$ cat src/rtl/ram_dump_reader_if.sv
// Bus bundle between the dump reader, data RAM port A and the host-side
// byte transmitter. The reader is the master; the RAM/transmitter side is
// the slave.
interface ram_dump_reader_if #(
  parameter int ADDR_W = 12,
  parameter int DATA_W = 8
);
  logic [ADDR_W-1:0] mem_address;
  logic              mem_rden;
  logic [DATA_W-1:0] mem_q;
  logic [DATA_W-1:0] out_data;
  logic              out_valid;
  logic              out_ready;

  modport master (
    output mem_address,
    output mem_rden,
    output out_data,
    output out_valid,
    input  mem_q,
    input  out_ready
  );

  modport slave (
    input  mem_address,
    input  mem_rden,
    input  out_data,
    input  out_valid,
    output mem_q,
    output out_ready
  );
endinterface

$ cat src/rtl/ram_dump_reader.sv
// Streams a contiguous byte range out of data RAM port A to a host-side
// transmitter over valid/ready, one byte per ISSUE/WAIT/PRESENT round.
// The CPU is held off RAM port A for as long as the block is busy.
module ram_dump_reader #(
  parameter int ADDR_W       = 12,
  parameter int DATA_W       = 8,
  parameter int LEN_W        = 13,
  parameter int READ_LATENCY = 1
) (
  input  logic              clk,
  input  logic              reset,
  input  logic              start,
  input  logic [ADDR_W-1:0] base_addr,
  input  logic [LEN_W-1:0]  length,
  ram_dump_reader_if.master bus,
  output logic              busy,
  output logic              cpu_hold,
  output logic              done,
  output logic [LEN_W-1:0]  bytes_sent
);

  // Wide enough for READ_LATENCY up to 4.
  localparam int LAT_W = 3;

  typedef enum logic [2:0] {
    ST_IDLE,
    ST_ISSUE,
    ST_WAIT,
    ST_PRESENT,
    ST_FINISH
  } state_t;

  state_t            state_reg, state_next;
  logic [ADDR_W-1:0] addr_reg, addr_next;
  logic [LEN_W-1:0]  remaining_reg, remaining_next;
  logic [LEN_W-1:0]  sent_reg, sent_next;
  logic [DATA_W-1:0] data_reg, data_next;
  logic [LAT_W-1:0]  lat_reg, lat_next;

  // State and datapath registers; reset aborts any dump in progress.
  always_ff @(posedge clk) begin
    if (reset) begin
      state_reg     <= ST_IDLE;
      addr_reg      <= '0;
      remaining_reg <= '0;
      sent_reg      <= '0;
      data_reg      <= '0;
      lat_reg       <= '0;
    end else begin
      state_reg     <= state_next;
      addr_reg      <= addr_next;
      remaining_reg <= remaining_next;
      sent_reg      <= sent_next;
      data_reg      <= data_next;
      lat_reg       <= lat_next;
    end
  end

  // Next-state and datapath update logic.
  always_comb begin
    state_next     = state_reg;
    addr_next      = addr_reg;
    remaining_next = remaining_reg;
    sent_next      = sent_reg;
    data_next      = data_reg;
    lat_next       = lat_reg;

    case (state_reg)
      ST_IDLE: begin
        if (start) begin
          sent_next = '0;
          if (length != '0) begin
            addr_next      = base_addr;
            remaining_next = length;
            state_next     = ST_ISSUE;
          end else begin
            // Empty dump: report completion without touching RAM.
            state_next = ST_FINISH;
          end
        end
      end

      ST_ISSUE: begin
        lat_next   = LAT_W'(READ_LATENCY);
        state_next = ST_WAIT;
      end

      ST_WAIT: begin
        lat_next = lat_reg - LAT_W'(1);
        if (lat_reg == LAT_W'(1)) begin
          data_next  = bus.mem_q;
          state_next = ST_PRESENT;
        end
      end

      ST_PRESENT: begin
        if (bus.out_ready) begin
          sent_next      = sent_reg + LEN_W'(1);
          // Address wraps naturally at the top of the RAM.
          addr_next      = addr_reg + ADDR_W'(1);
          remaining_next = remaining_reg - LEN_W'(1);
          state_next     = (remaining_reg == LEN_W'(1)) ? ST_FINISH : ST_ISSUE;
        end
      end

      ST_FINISH: begin
        state_next = ST_IDLE;
      end

      default: begin
        state_next = ST_IDLE;
      end
    endcase
  end

  // Outputs are registers or pure state decodes, never input-combinational.
  assign bus.mem_address = addr_reg;
  assign bus.mem_rden    = (state_reg == ST_ISSUE);
  assign bus.out_data    = data_reg;
  assign bus.out_valid   = (state_reg == ST_PRESENT);
  assign busy            = (state_reg != ST_IDLE);
  assign cpu_hold        = busy;
  assign done            = (state_reg == ST_FINISH);
  assign bytes_sent      = sent_reg;

endmodule

$ cat src/flat_wrapper.sv
// flat-port wrapper written by rule: the top's interface ports become plain ports
module ram_dump_reader_flat 
#(
  parameter int ADDR_W       = 12,
  parameter int DATA_W       = 8,
  parameter int LEN_W        = 13,
  parameter int READ_LATENCY = 1
)
  (clk, reset, start, base_addr, length, busy, cpu_hold, done, bytes_sent, bus_mem_address, bus_mem_rden, bus_out_data, bus_out_valid, bus_mem_q, bus_out_ready);
  ram_dump_reader_if #(.ADDR_W(ADDR_W), .DATA_W(DATA_W)) bus_i ();
  input  logic clk;
  input  logic reset;
  input  logic start;
  input  logic [ADDR_W-1:0] base_addr;
  input  logic [LEN_W-1:0] length;
  output logic busy;
  output logic cpu_hold;
  output logic done;
  output logic [LEN_W-1:0] bytes_sent;
  output wire logic [$bits(bus_i.mem_address)-1:0] bus_mem_address;
  output wire logic [$bits(bus_i.mem_rden)-1:0] bus_mem_rden;
  output wire logic [$bits(bus_i.out_data)-1:0] bus_out_data;
  output wire logic [$bits(bus_i.out_valid)-1:0] bus_out_valid;
  input wire logic [$bits(bus_i.mem_q)-1:0] bus_mem_q;
  input wire logic [$bits(bus_i.out_ready)-1:0] bus_out_ready;
  assign bus_mem_address = bus_i.mem_address;
  assign bus_mem_rden = bus_i.mem_rden;
  assign bus_out_data = bus_i.out_data;
  assign bus_out_valid = bus_i.out_valid;
  assign bus_i.mem_q = bus_mem_q;
  assign bus_i.out_ready = bus_out_ready;
  ram_dump_reader #(.ADDR_W(ADDR_W), .DATA_W(DATA_W), .LEN_W(LEN_W), .READ_LATENCY(READ_LATENCY)) u_core (.clk(clk), .reset(reset), .start(start), .base_addr(base_addr), .length(length), .bus(bus_i), .busy(busy), .cpu_hold(cpu_hold), .done(done), .bytes_sent(bytes_sent));
endmodule
$ cat config.mk
export PLATFORM = sky130hd
export DESIGN_NAME = ram_dump_reader_flat
export DESIGN_NICKNAME = d
export VERILOG_FILES = /design/src/rtl/ram_dump_reader_if.sv /design/src/rtl/ram_dump_reader.sv /design/src/flat_wrapper.sv
export SDC_FILE = /design/constraint.sdc
export NUM_CORES = 1
export LEC_CHECK = 0
export CAP_MARGIN = 15
export CORE_MARGIN = 2
export CORE_UTILIZATION = 30
export CTS_BUF_LIST = sky130_fd_sc_hd__clkbuf_8
export DETAILED_ROUTE_END_ITERATION = 8
export GPL_TIMING_DRIVEN = 0
export PLACE_DENSITY = 0.52
export RECOVER_POWER = 25
export REMOVE_ABC_BUFFERS = 1
export SLEW_MARGIN = 5
export SYNTH_ARGS = -nofsm -noshare
export SYNTH_HDL_FRONTEND = slang
export SYNTH_SLANG_ARGS = --single-unit
export TNS_END_PERCENT = 5
$ cat constraint.sdc
create_clock -name clk -period 2.25 [get_ports clk]
set_input_delay 0.225 -clock clk [delete_from_list [all_inputs] [get_ports clk]]
set_output_delay 0.225 -clock clk [all_outputs]
set_load 0.005 [all_outputs]
==> impl_results.md <==
* Standard cell core area at 9200 um^2
* TritonCTS clock tree: yes
* Worst Hold Class: flip-flop to flip-flop
* DRC Markers at 0
* Final-report max-slew violation count at 0
* Leakage dissipation at 1.45 nW
* Clock Latency Late Sink at 0.32 ns
* Final net count at 468
* Worst relative slew slack at 0.432
* Layout-stage area growth over the synthesis result at 34.5%
* Critical path fanouts, max at 24
* Number of storage elements in the synthesis netlist at 52
* Minimum hold slack at 0.487 ns
* Primary FF master, synth: dfxtp_1
* Finished Core Util at 0.413
* Total congestion overflow at 0
* Filler Cells Inserted at between 900 and 1k
* Maximum clock frequency at 466 MHz
* Hold buffers post-CTS at 0
* Share of the cycle needed by the critical path after routing at 0.953
* Number of detailed-routing iterations run before antenna repair at 5
* Avg WL per Cell at 14.0 um
* CP required at 2.03 ns
* Via/cell ratio at 5.19
* Final setup fails at 0
* Time the worst path needs with I/O delays and setup at 2.14 ns
* Result of the run: complete, no violations
* Unrepaired setup endpoints after global routing: yes
* Post-Synthesis Cells at 363
* Via total after detailed routing at 2788
* Mean instance size in the synthesized netlist at 7.77 um^2
* Slew @ Worst Pin at 0.852 ns
* Number of synthesis warnings at 0
* Power per unit of standard cell area at 777 nW/um^2
* Chip Height at a little over 100 um
* Sequential-to-total area share from yosys stat at 0.369
* Share of layout cells above drive strength 1 at 0.0775
* Clock skew at 0.0113 ns
* Master cell of the clock root buffer: clkbuf_8
* Worst reg-to-reg path cell count at 4
* Via count of the first global-routing pass at 2660
* Placer Congestion at 0.756
* Most frequent cells in the layout: clkdlybuf4s50_1 (56), dfxtp_1 (49), nor2_1 (45)
* Unique cell type count in the Yosys netlist at 53
* Number of synthesized flops with an enable pin at 0
* Die Span X at 101 um
* Clock transition at the registers of the reported paths at 0.11 ns
* Final hold violations at 0
* DIE AREA at ~10000 um^2
* Starting density of the core at 0.307
* Number of top-level design ports at 75
* Post-placement cell count at ~530
* Total Power Consumption at 2.95 mW
* CTS Buffer Depth at 2
* Clock tree sinks at 52
* Worst slack after detailed placement at -0.523 ns
* Max-cap violations at 0
* Startpoint type of the worst setup path: flip-flop
* Count of nets left with antenna violations after detail routing at 0
* Initial antenna violation count at 0
* Data arrival time of the critical path at 1.92 ns
* Kind of end point of the critical path: output pin
* FFs w/ async S/R, synth at 0
* Final antenna diode count at 0
* Most frequent standard cell in the layout excluding fill and tap cells: clkdlybuf4s50_1
* Global-route wire length before repair at between 10000 and 15000 um
* Row count at 35
* Half-perimeter wire length of the detailed placement result at 5100 um
* Global-route usage over all layers at 0.153
* Final worst slack at 0.106 ns
* Port bufs at 74
* Maximum resistive drop on vdd at 0.319 mV
* Clock H-tree levels at 2
* Initial DRC Count at about 110
* Post-Route WL at 7540 um
* Netlist Area Pre-Place at approximately 2800 um^2
* Largest net degree at the start of global routing at 44
* CTS buffer count at 5
* Cells on Worst Hold Path at 2
* Type of the setup path with the least slack: flip-flop to output pin
* Final std cells w/o fill at 537
layer usage:
layer / global-route usage / up-vias / share of wire
met5: 0 / - / 0
met3: 0.0333 / 7 / 0.047
met2: 0.259 / 68 / 0.46
met4: 0.0343 / 0 / 0.0096
li1: - / 1419 / -
met1: 0.199 / 1294 / 0.48
per-stage QoR:
stage	cell area (um^2)	TNS, ns
6_report	3790	0
5_1_grt	3790	-0.0530
4_1_cts	3790	0
3_5_place_dp	3650	-5.61
3_3_place_gp	3590	-39.87
2_1_floorplan	2710	-5.57
area by class of cell:
| cell class | instances | area [um^2] | area share |
|---|---|---|---|
| Inverter | 7 | 31.3 | 0.00825 |
| Timing Repair Buffer | 78 | 801 | 0.211 |
| Clock inverter | 3 | 46.3 | 0.0122 |
| Clock buffer | 5 | 68.8 | 0.0181 |
| Tap cell | 111 | 139 | 0.0366 |
| Multi-Input combinational cell | 281 | 1660 | 0.437 |
| Sequential cell | 52 | 1050 | 0.277 |
cell usage after synthesis, types with 2 or more instances:
cell type,n,area (um^2)
and3_1,4,25.0
or3_1,3,18.8
nand4_1,6,37.5
or4_4,2,22.5
buf_2,10,50.1
a211oi_1,3,22.5
nand2_1,44,165
dfxtp_1,52,1040
nor3_1,7,35.0
a31oi_1,2,12.5
o21ai_1,8,40.0
o21ai_0,21,105
o22ai_1,2,12.5
xor2_1,11,96.3
o21a_1,5,37.5
clkbuf_1,8,30.0
a21o_1,2,15.0
or4b_1,2,20.0
inv_1,6,22.5
o31ai_1,3,22.5
nor2_1,45,169
and2_1,6,37.5
a21oi_1,37,185
buf_1,4,15.0
or2_2,6,37.5
nand3_1,11,55.1
a311oi_1,2,17.5
nor4_1,7,43.8
nand2b_1,4,25.0
ha_1,6,75.1
nor3b_1,3,22.5
mux2i_1,8,80.1
nand3b_1,2,15.0
a22o_1,2,17.5
final timing paths:
path / startpoint / slack, ns / to
setup / recovery: u_core.state_reg[2] / 0.11 / bus_out_valid
hold / removal: u_core.remaining_reg[8] / 0.49 / u_core.remaining_reg[8]
setup reg to reg: u_core.state_reg[2] / 0.20 / u_core.remaining_reg[0]
hold reg to reg: u_core.remaining_reg[8] / 0.49 / u_core.remaining_reg[8]
kinds of logic (layout without fill, tap and decap cells):
group	count (synthesis)	in the layout	share of synthesized area
AND/OR/NAND/NOR	157	158	0.276
AO/OA/AOI/OAI	96	96	0.211
flip-flops	52	52	0.369
buffers and inverters	31	93	0.0475
XOR/XNOR	12	12	0.0373
multiplexers	9	9	0.0324
adder cells (fa/ha/maj)	6	6	0.0266
worst max-delay path, stage by stage, from the launching register on:
cell,delay [ns]
dfxtp_4,0.41
nand3b_1,0.27
buf_16,0.22
inv_6,0.16
clkdlybuf4s50_1,0.53
power by group:
group / internal, mW / total, mW / switching, mW
clock network: 0.336 / 0.679 / 0.343
logic: 0.505 / 1.08 / 0.575
registers: 1.04 / 1.19 / 0.147
timing repair:
item / CTS / global route
pin swaps: 1 / 0
setup buffers: 1 / 0
endpoints found under the setup margin: 22 / 5
cloned: 1 / 0
gates resized for setup: 6 / 2
Note: power is estimated with default switching activity, not from simulation.
